==> src/rtl/md5_search_sched.sv <==
// md5_search_sched: issues one candidate per clock from a configured range into a
// 64-stage pipelined md5core, tracks in-flight candidates with a valid shift register,
// and compares each retired hash against a target.
// Optional feature macro: MD5_SCHED_MULTI_HIT_EN (keep running and count every match).
module md5_search_sched #(
  parameter  int unsigned PIPE_LAT  = 66,
  parameter  int unsigned CNT_W     = 64,
  localparam int unsigned LEN_W     = 7,
  localparam int unsigned HASH_W    = 128,
  localparam int unsigned HIT_W     = 16,
  localparam int unsigned LEN_OUT_W = 64
) (
  input  logic                 clk,
  input  logic                 rst_n,
  input  logic                 start,
  input  logic                 abort,
  input  logic [LEN_W-1:0]     cfg_len,
  input  logic [CNT_W-1:0]     cfg_first,
  input  logic [CNT_W-1:0]     cfg_last,
  input  logic [HASH_W-1:0]    cfg_target,
  output logic [CNT_W-1:0]     core_message,
  output logic [LEN_OUT_W-1:0] core_length,
  input  logic [HASH_W-1:0]    core_hash,
  output logic                 busy,
  output logic                 done,
  output logic                 found,
  output logic [CNT_W-1:0]     found_msg,
  output logic [HIT_W-1:0]     hit_count,
  output logic [CNT_W-1:0]     issued
);

  localparam int unsigned CNT_X_W = CNT_W + 1;

`ifdef MD5_SCHED_MULTI_HIT_EN
  localparam bit MULTI_HIT = 1'b1;
`else
  localparam bit MULTI_HIT = 1'b0;
`endif

  typedef enum logic [1:0] {ST_IDLE, ST_RUN, ST_DRAIN, ST_DONE} state_t;

  state_t              state_q, state_nx;
  logic [CNT_X_W-1:0]  next_cand_q;   // extra bit so the top of the range never wraps
  logic [CNT_W-1:0]    last_q;
  logic [CNT_W-1:0]    retire_q;
  logic [HASH_W-1:0]   target_q;
  logic                msg_vld_q;     // valid flag aligned with the core_message register
  logic [PIPE_LAT-1:0] valid_sr_q;

  logic [CNT_X_W-1:0]  len_mask_c;
  logic [CNT_W-1:0]    last_eff_c;
  logic                cfg_ok_c;
  logic                match_c;
  logic                record_c;
  logic                stop_c;
  logic                drain_empty_c;
  logic                issue_c;

  // Job legality, clamped range end and retirement qualification
  always_comb begin
    len_mask_c    = (CNT_X_W'(1) << cfg_len) - CNT_X_W'(1);
    last_eff_c    = (cfg_last < len_mask_c[CNT_W-1:0]) ? cfg_last : len_mask_c[CNT_W-1:0];
    cfg_ok_c      = (cfg_len != '0) && (cfg_len <= LEN_W'(CNT_W)) && (cfg_first <= last_eff_c);
    match_c       = valid_sr_q[PIPE_LAT-1] && (core_hash == target_q);
    record_c      = match_c && (MULTI_HIT || !found);
    stop_c        = abort || (match_c && !MULTI_HIT);
    // Leave DRAIN on the edge that shifts the final valid bit out of the tail
    drain_empty_c = (valid_sr_q[PIPE_LAT-2:0] == '0) && !msg_vld_q;
  end

  // State register
  always_ff @(posedge clk or negedge rst_n) begin
    if (!rst_n) state_q <= ST_IDLE;
    else        state_q <= state_nx;
  end

  // Next-state and issue decision
  always_comb begin
    state_nx = state_q;
    issue_c  = 1'b0;
    case (state_q)
      ST_IDLE:  if (start) state_nx = cfg_ok_c ? ST_RUN : ST_DONE;
      ST_RUN: begin
        if (stop_c) begin
          state_nx = ST_DRAIN;
        end else begin
          issue_c = 1'b1;
          if (next_cand_q == {1'b0, last_q}) state_nx = ST_DRAIN;
        end
      end
      ST_DRAIN: if (drain_empty_c) state_nx = ST_DONE;
      ST_DONE:  state_nx = ST_IDLE;
      default:  state_nx = ST_IDLE;
    endcase
  end

  // Job configuration, issue stream, retirement tracking and result registers
  always_ff @(posedge clk or negedge rst_n) begin
    if (!rst_n) begin
      next_cand_q  <= '0;
      last_q       <= '0;
      retire_q     <= '0;
      target_q     <= '0;
      msg_vld_q    <= 1'b0;
      valid_sr_q   <= '0;
      core_message <= '0;
      core_length  <= '0;
      busy         <= 1'b0;
      done         <= 1'b0;
      found        <= 1'b0;
      found_msg    <= '0;
      hit_count    <= '0;
      issued       <= '0;
    end else begin
      msg_vld_q  <= issue_c;
      valid_sr_q <= {valid_sr_q[PIPE_LAT-2:0], msg_vld_q};
      busy       <= (state_nx == ST_RUN) || (state_nx == ST_DRAIN);
      done       <= (state_nx == ST_DONE);
      if (state_q == ST_IDLE && start) begin
        next_cand_q <= {1'b0, cfg_first};
        last_q      <= last_eff_c;
        retire_q    <= cfg_first;
        target_q    <= cfg_target;
        core_length <= LEN_OUT_W'(cfg_len);
        found       <= 1'b0;
        found_msg   <= '0;
        hit_count   <= '0;
        issued      <= '0;
      end else begin
        if (issue_c) begin
          core_message <= next_cand_q[CNT_W-1:0];
          next_cand_q  <= next_cand_q + CNT_X_W'(1);
          issued       <= issued + CNT_W'(1);
        end
        if (valid_sr_q[PIPE_LAT-1]) retire_q <= retire_q + CNT_W'(1);
        if (record_c) begin
          found     <= 1'b1;
          found_msg <= retire_q;
          if (hit_count != '1) hit_count <= hit_count + HIT_W'(1);
        end
      end
    end
  end

endmodule

==> config.mk <==
export PLATFORM = sky130hd
export DESIGN_NAME = md5_search_sched
export DESIGN_NICKNAME = d
export VERILOG_FILES = /design/src/rtl/md5_search_sched.sv
export SDC_FILE = /design/constraint.sdc
export NUM_CORES = 2
export LEC_CHECK = 0
export CORE_MARGIN = 2
export CORE_UTILIZATION = 35
export CTS_BUF_LIST = sky130_fd_sc_hd__clkbuf_4 sky130_fd_sc_hd__clkbuf_8
export CTS_CLUSTER_DIAMETER = 100
export DETAILED_ROUTE_END_ITERATION = 12
export DONT_BUFFER_PORTS = 1
export HOLD_SLACK_MARGIN = 0.08
export PLACE_DENSITY_LB_ADDON = 0.12
export SYNTH_ARGS = -nofsm -noshare
export SYNTH_HDL_FRONTEND = slang
export SYNTH_SLANG_ARGS = --single-unit
==> constraint.sdc <==
create_clock -name clk -period 3.3 [get_ports clk]
set_clock_uncertainty 0.15 [all_clocks]
set_input_delay 0.99 -clock clk [delete_from_list [all_inputs] [get_ports clk]]
set_output_delay 0.99 -clock clk [all_outputs]
set_load 0.005 [all_outputs]
Word level (Yosys, flattened, before mapping)
Cells that the tools add are included.

word-level totals
  register bits = 608
  input port bits = 395
  word-level logic and storage cells = 75

operators by class
  add/subtract/negate cells = 5
  magnitude comparators = 3
  eq/ne operators = 9
  shift-type cells = 1
  muxes and demuxes = 22
  bitwise gates (word level) = 1
  reductions and logical operators = 19

operator list
  operator               count
  $mux 64                7
  $mux 65                2
  $add 64x1->64 const B  2
  $eq 128x128->1         1
  $add 65x1->65 const B  1
  $eq 65x64->1           1
  $logic_not 65->1       1
  $le 64x64->1           1
  $lt 64x64->1           1
  $shl 1x7->64 const A   1
  $sub 64x2->64 const B  1
  $mux 16                3
  $add 16x1->16 const B  1
  $ne 16x16->1 const B   1
  $mux 2                 5
  $eq 2x2->1 const B     4
  $pmux 2 s4             1
  $reduce_bool 2->1      4
  $le 7x7->1 const B     1
  $reduce_bool 7->1      1
  $logic_and 1x1->1      6
  $eq 2x1->1 const B     2
  $mux 1                 4
  $reduce_and 2->1       2
  4 further kinds        6

Longest topological paths before layout
  depth in word-level cells = 11
  depth in mapped cells = 37
  depth with buffers taken out = 31

Worst setup path after synthesis
Ideal clock, no wire load.

  path kind = input to register
  from = input port cfg_len[5]
  to = register busy
  data arrival time = 7.631 ns
  path slack = -4.607 ns
  cell stages on the path = 35
  cells stage by stage = or3_1 -> clkbuf_1 -> inv_1 -> buf_1 -> nand2_1 -> inv_1 -> nand3_1 -> ha_1 -> clkbuf_1 -> clkinv_1 -> a211oi_1 -> clkbuf_1 -> nand2_1 -> o211a_1 -> ha_1 -> nand2_1 -> nor4_1 -> o221ai_1 -> a31oi_1 -> nor2_1 -> o31ai_2 -> buf_2 -> buf_2 -> nand2_1 -> o21ai_0 -> ha_1 -> nand3_1 -> nor3_1 -> nand4_1 -> nor4_1 -> nand2_1 -> or3_1 -> nand2_1 -> o221ai_1 -> ha_1

on the way
  longest elaborated chain between the ends = 11
  elaborated cells on any way between the ends = 15

RTL lines
  what                                             line  RTL
  start, declared                                  17    input logic [LEN_W-1:0] cfg_len,
  $shl 1x7->64                                     61    len_mask_c = (CNT_X_W'(1) << cfg_len) - CNT_X_W'(1);
  $sub 64x2->64                                    61
  $lt 64x64->1                                     62    last_eff_c = (cfg_last < len_mask_c[CNT_W-1:0]) ? cfg_last : len_mask_c[CNT_W-1:0];
  $mux 64                                          62
  $le 64x64->1                                     63    cfg_ok_c = (cfg_len != '0) && (cfg_len <= LEN_W'(CNT_W)) && (cfg_first <= last_eff_c);
  $logic_and 1x1->1 (*)                            63
  $mux 2 (*) (2 in series)                         82    ST_IDLE: if (start) state_nx = cfg_ok_c ? ST_RUN : ST_DONE;
  $pmux 2 s4 (*)                                   81    case (state_q)
  $eq 2x1->1 / $eq 2x2->1 (equally long branches)  117   busy <= (state_nx == ST_RUN) || (state_nx == ST_DRAIN);
  $logic_or 1x1->1 (*)                             117
  end signal, assigned                             117
  end, declared                                    24    output logic busy,

Mark *: on every way between the ends. The rest lies on a longest branch, timed or not.
A chain may end at the register's enable or synchronous reset.

Final worst setup path
  from = input port cfg_len[4]
  to = register busy

The elaborated chain is that of the path after synthesis.

==> results.json <==
{
  "grt-ovfl-total": 0,
  "numClockSinks": 608,
  "die_w_um": 321,
  "synth.area.top_cells": "dfrtp_1 43%, nand2_1 9.5%, ha_1 4.7%",
  "ys_ff_latch": 608,
  "synth_flop_cell": "dfrtp_1",
  "crit_path_start_kind": "input port",
  "ys_seq_area_share_pct": 43.4,
  "critical_path_class": "input port to flip-flop",
  "drt_iter0_markers": 3096,
  "r2r.worst_path.cells": 11,
  "routed_via_density": 5.64,
  "cp-startpoint": "cfg_len[4]",
  "clock_path_buffers": 3,
  "powerDensity_nw_per_um2": 716,
  "worst_slew_pin_slew_ns": 1.11,
  "async_flop_share_pct": 100,
  "vdd_drop_max_mv": 0.394,
  "synth.most_common_cell": "nand2_1",
  "grt_setup_unrepaired": "yes",
  "fin_util_pct": 44.3,
  "wl_met2_um": 64700,
  "wl_per_cell_um": 26.1,
  "cellLeakagePower_nw": 19.9,
  "drc": 0,
  "path_max_fanout": 22,
  "slowest_delay_ns": 0.44,
  "cp_slowest_cell": "or3_4",
  "syn_avg_cell_area_um2": 8.62,
  "synth_cell_types": 79,
  "grt_max_degree": 609,
  "core_um2": 99700,
  "rows": 116,
  "wl_met1_um": 68600,
  "fmax_mhz": 160,
  "syn_to_final_growth_pct": 25.8,
  "postRouteAntennaNets": 0,
  "r2r-start": "valid_sr_q[65]$_DFF_PN0_",
  "slew_violations": 0,
  "violations": "setup timing",
  "setup_ws_ns": -2.94,
  "cap_violations": 0,
  "finalCritPeriodShare_pct": 189,
  "cts_buffers": 111,
  "wl_met3_um": 15200,
  "hold_class": "input port to async pin",
  "top_layer": "met5",
  "drive_gt1_share_pct": 20.2,
  "clk_pin_slew_ns": 0.06,
  "p_total_w": 0.0316,
  "timing.rr.end": "issued[13]$_DFFE_PN0P_",
  "start_util_pct": 35.2,
  "gr-usage-all-layers_pct": 28.6,
  "grt_pass1_wl_um": 219000,
  "dieHeight_um": 321,
  "synthTopCellsByCount": "892 x nand2_1, 608 x dfrtp_1, 238 x nor2_1",
  "synth_top_area_share_pct": 43.4,
  "place_ws_ns": -4.11,
  "die_area_um2": 103000,
  "cts_root_buf": "clkbuf_8",
  "firstDrtPassIters": 5,
  "synth_area_um2": 35100,
  "final_nets": 4986,
  "synth_area_leader_cell": "dfrtp_1",
  "first_global_vias": 31300,
  "fin_tns_setup_ns": -150.49,
  "status": "finished, violations left",
  "relSlewSlack_pct": 25.9,
  "route.vias.total": 33100,
  "arrival_ns": 6.75,
  "cts_tree": "built",
  "syn_inst": 4073,
  "rrSetupSlack_ns": -0.04,
  "hold_violations": 0,
  "final-setup-viol-count": 68,
  "crit_path_end_kind": "flip-flop",
  "dp_hpwl_um": 113000,
  "ys_warn_count": 0,
  "fin_crit_ns": 6.24,
  "clk_latency_ns": 0.79,
  "gp_congestion": 0.947,
  "required_ns": 3.81,
  "boundaryPins": 670,
  "antenna_found_initial": 17,
  "port_buffers": 0,
  "htree_levels": 3,
  "synth-edff-count": 0,
  "routed_wl_um": 153000
}
flip-flops by register name, summed over array words and instances, names as in the netlist:
| signal | count |
|---|---|
| core_message | 64 |
| next_cand_q | 65 |
| core_length | 7 |
| busy | 1 |
| valid_sr_q | 66 |
| found_msg | 64 |
| msg_vld_q | 1 |
| done | 1 |
| state_q | 2 |
| hit_count | 16 |
| found | 1 |
| target_q | 128 |
| last_q | 64 |
| issued | 64 |
| retire_q | 64 |
power by group:
| part | leakage (nW) | internal [W] | switching [W] |
|---|---|---|---|
| combinational | 11.0 | 0.00467 | 0.00621 |
| sequential | 7.58 | 0.00991 | 0.00282 |
| clock | 1.30 | 0.00443 | 0.00355 |
cells in the final DEF, fill, tap and decap left out, drive strengths merged, types with 39 or more instances in the layout:
master / Yosys / final
dfrtp: 608 / 608
nor2b: 51 / 51
nand2b: 84 / 84
nor3: 39 / 39
a31oi: 104 / 104
a221o: 51 / 51
nand3: 130 / 130
a21oi: 203 / 203
mux2i: 74 / 74
xnor2: 87 / 87
inv: 141 / 143
nand4: 96 / 96
buf: 109 / 502
conb: 1 / 57
or4: 58 / 58
nor2: 238 / 238
ha: 132 / 132
clkbuf: 189 / 184
xor2: 105 / 105
o31ai: 43 / 43
nor4: 72 / 72
nand2: 892 / 892
o21ai: 195 / 195
timing repair:
item	4_1_cts	5_1_grt
endpoints found under the hold margin	610	27
setup buffers	65	24
pin swaps	132	50
gates cloned	16	13
hold buffers	2	2
setup endpoints to repair	314	424
resized for setup	161	85
metal layers:
layer  vias to the layer above  track usage, %
li1                      15100               -
met1                     16300            41.5
met2                      1371            41.3
met3                       224            8.39
met4                        14            7.53
met5                         -               0
worst max-delay path by stage:
stage | endpoint | cells past startpoint
2_1_floorplan | busy$_DFF_PN0_ | 33
3_3_place_gp | busy$_DFF_PN0_ | 33
3_5_place_dp | busy$_DFF_PN0_ | 33
4_1_cts | busy$_DFF_PN0_ | 31
5_1_grt | busy$_DFF_PN0_ | 34
6_report | busy$_DFF_PN0_ | 34
metrics by stage:
step	area (um^2)	std cells	hold slack (ns)
detailed placement	39300	5532	0.210
CTS	43200	5812	-0.321
global route	44100	5849	0.115
global placement	39300	5532	0.208
finish	44100	5858	0.121
floorplan	35900	4129	0.204
cell families (layout without fill, tap and decap cells):
group / count (synthesis) / in the layout / synth area share (%)
AND/OR/NAND/NOR: 1792 / 1792 / 23.9
AO/OA/AOI/OAI: 830 / 830 / 15.5
flip-flops: 608 / 608 / 43.4
buffers and inverters: 441 / 858 / 5.50
XOR/XNOR: 192 / 192 / 4.79
adder cells (fa/ha/maj): 132 / 132 / 4.71
multiplexers: 77 / 77 / 2.21
other: 1 / 71 / 0.0107
critical path, delay by kind of cell:
family	cells	cell delay, ns
simple gates	16	2.64
buf+inv	9	1.04
fa+ha+maj	4	1.05
compound gates	5	1.02
cell type report:
| cell class | count | area [um^2] |
|---|---|---|
| clock buffers | 174 | 2180 |
| repair buffers | 515 | 5100 |
| clock inverters | 26 | 254 |
| multi-input cells | 3080 | 19200 |
| well taps | 1298 | 1620 |
| diodes | 14 | 35.0 |
| flip-flops and latches | 608 | 15200 |
| inverters | 143 | 558 |
| fillers | 9870 | 55600 |
Power figures use the tool's default switching activity.
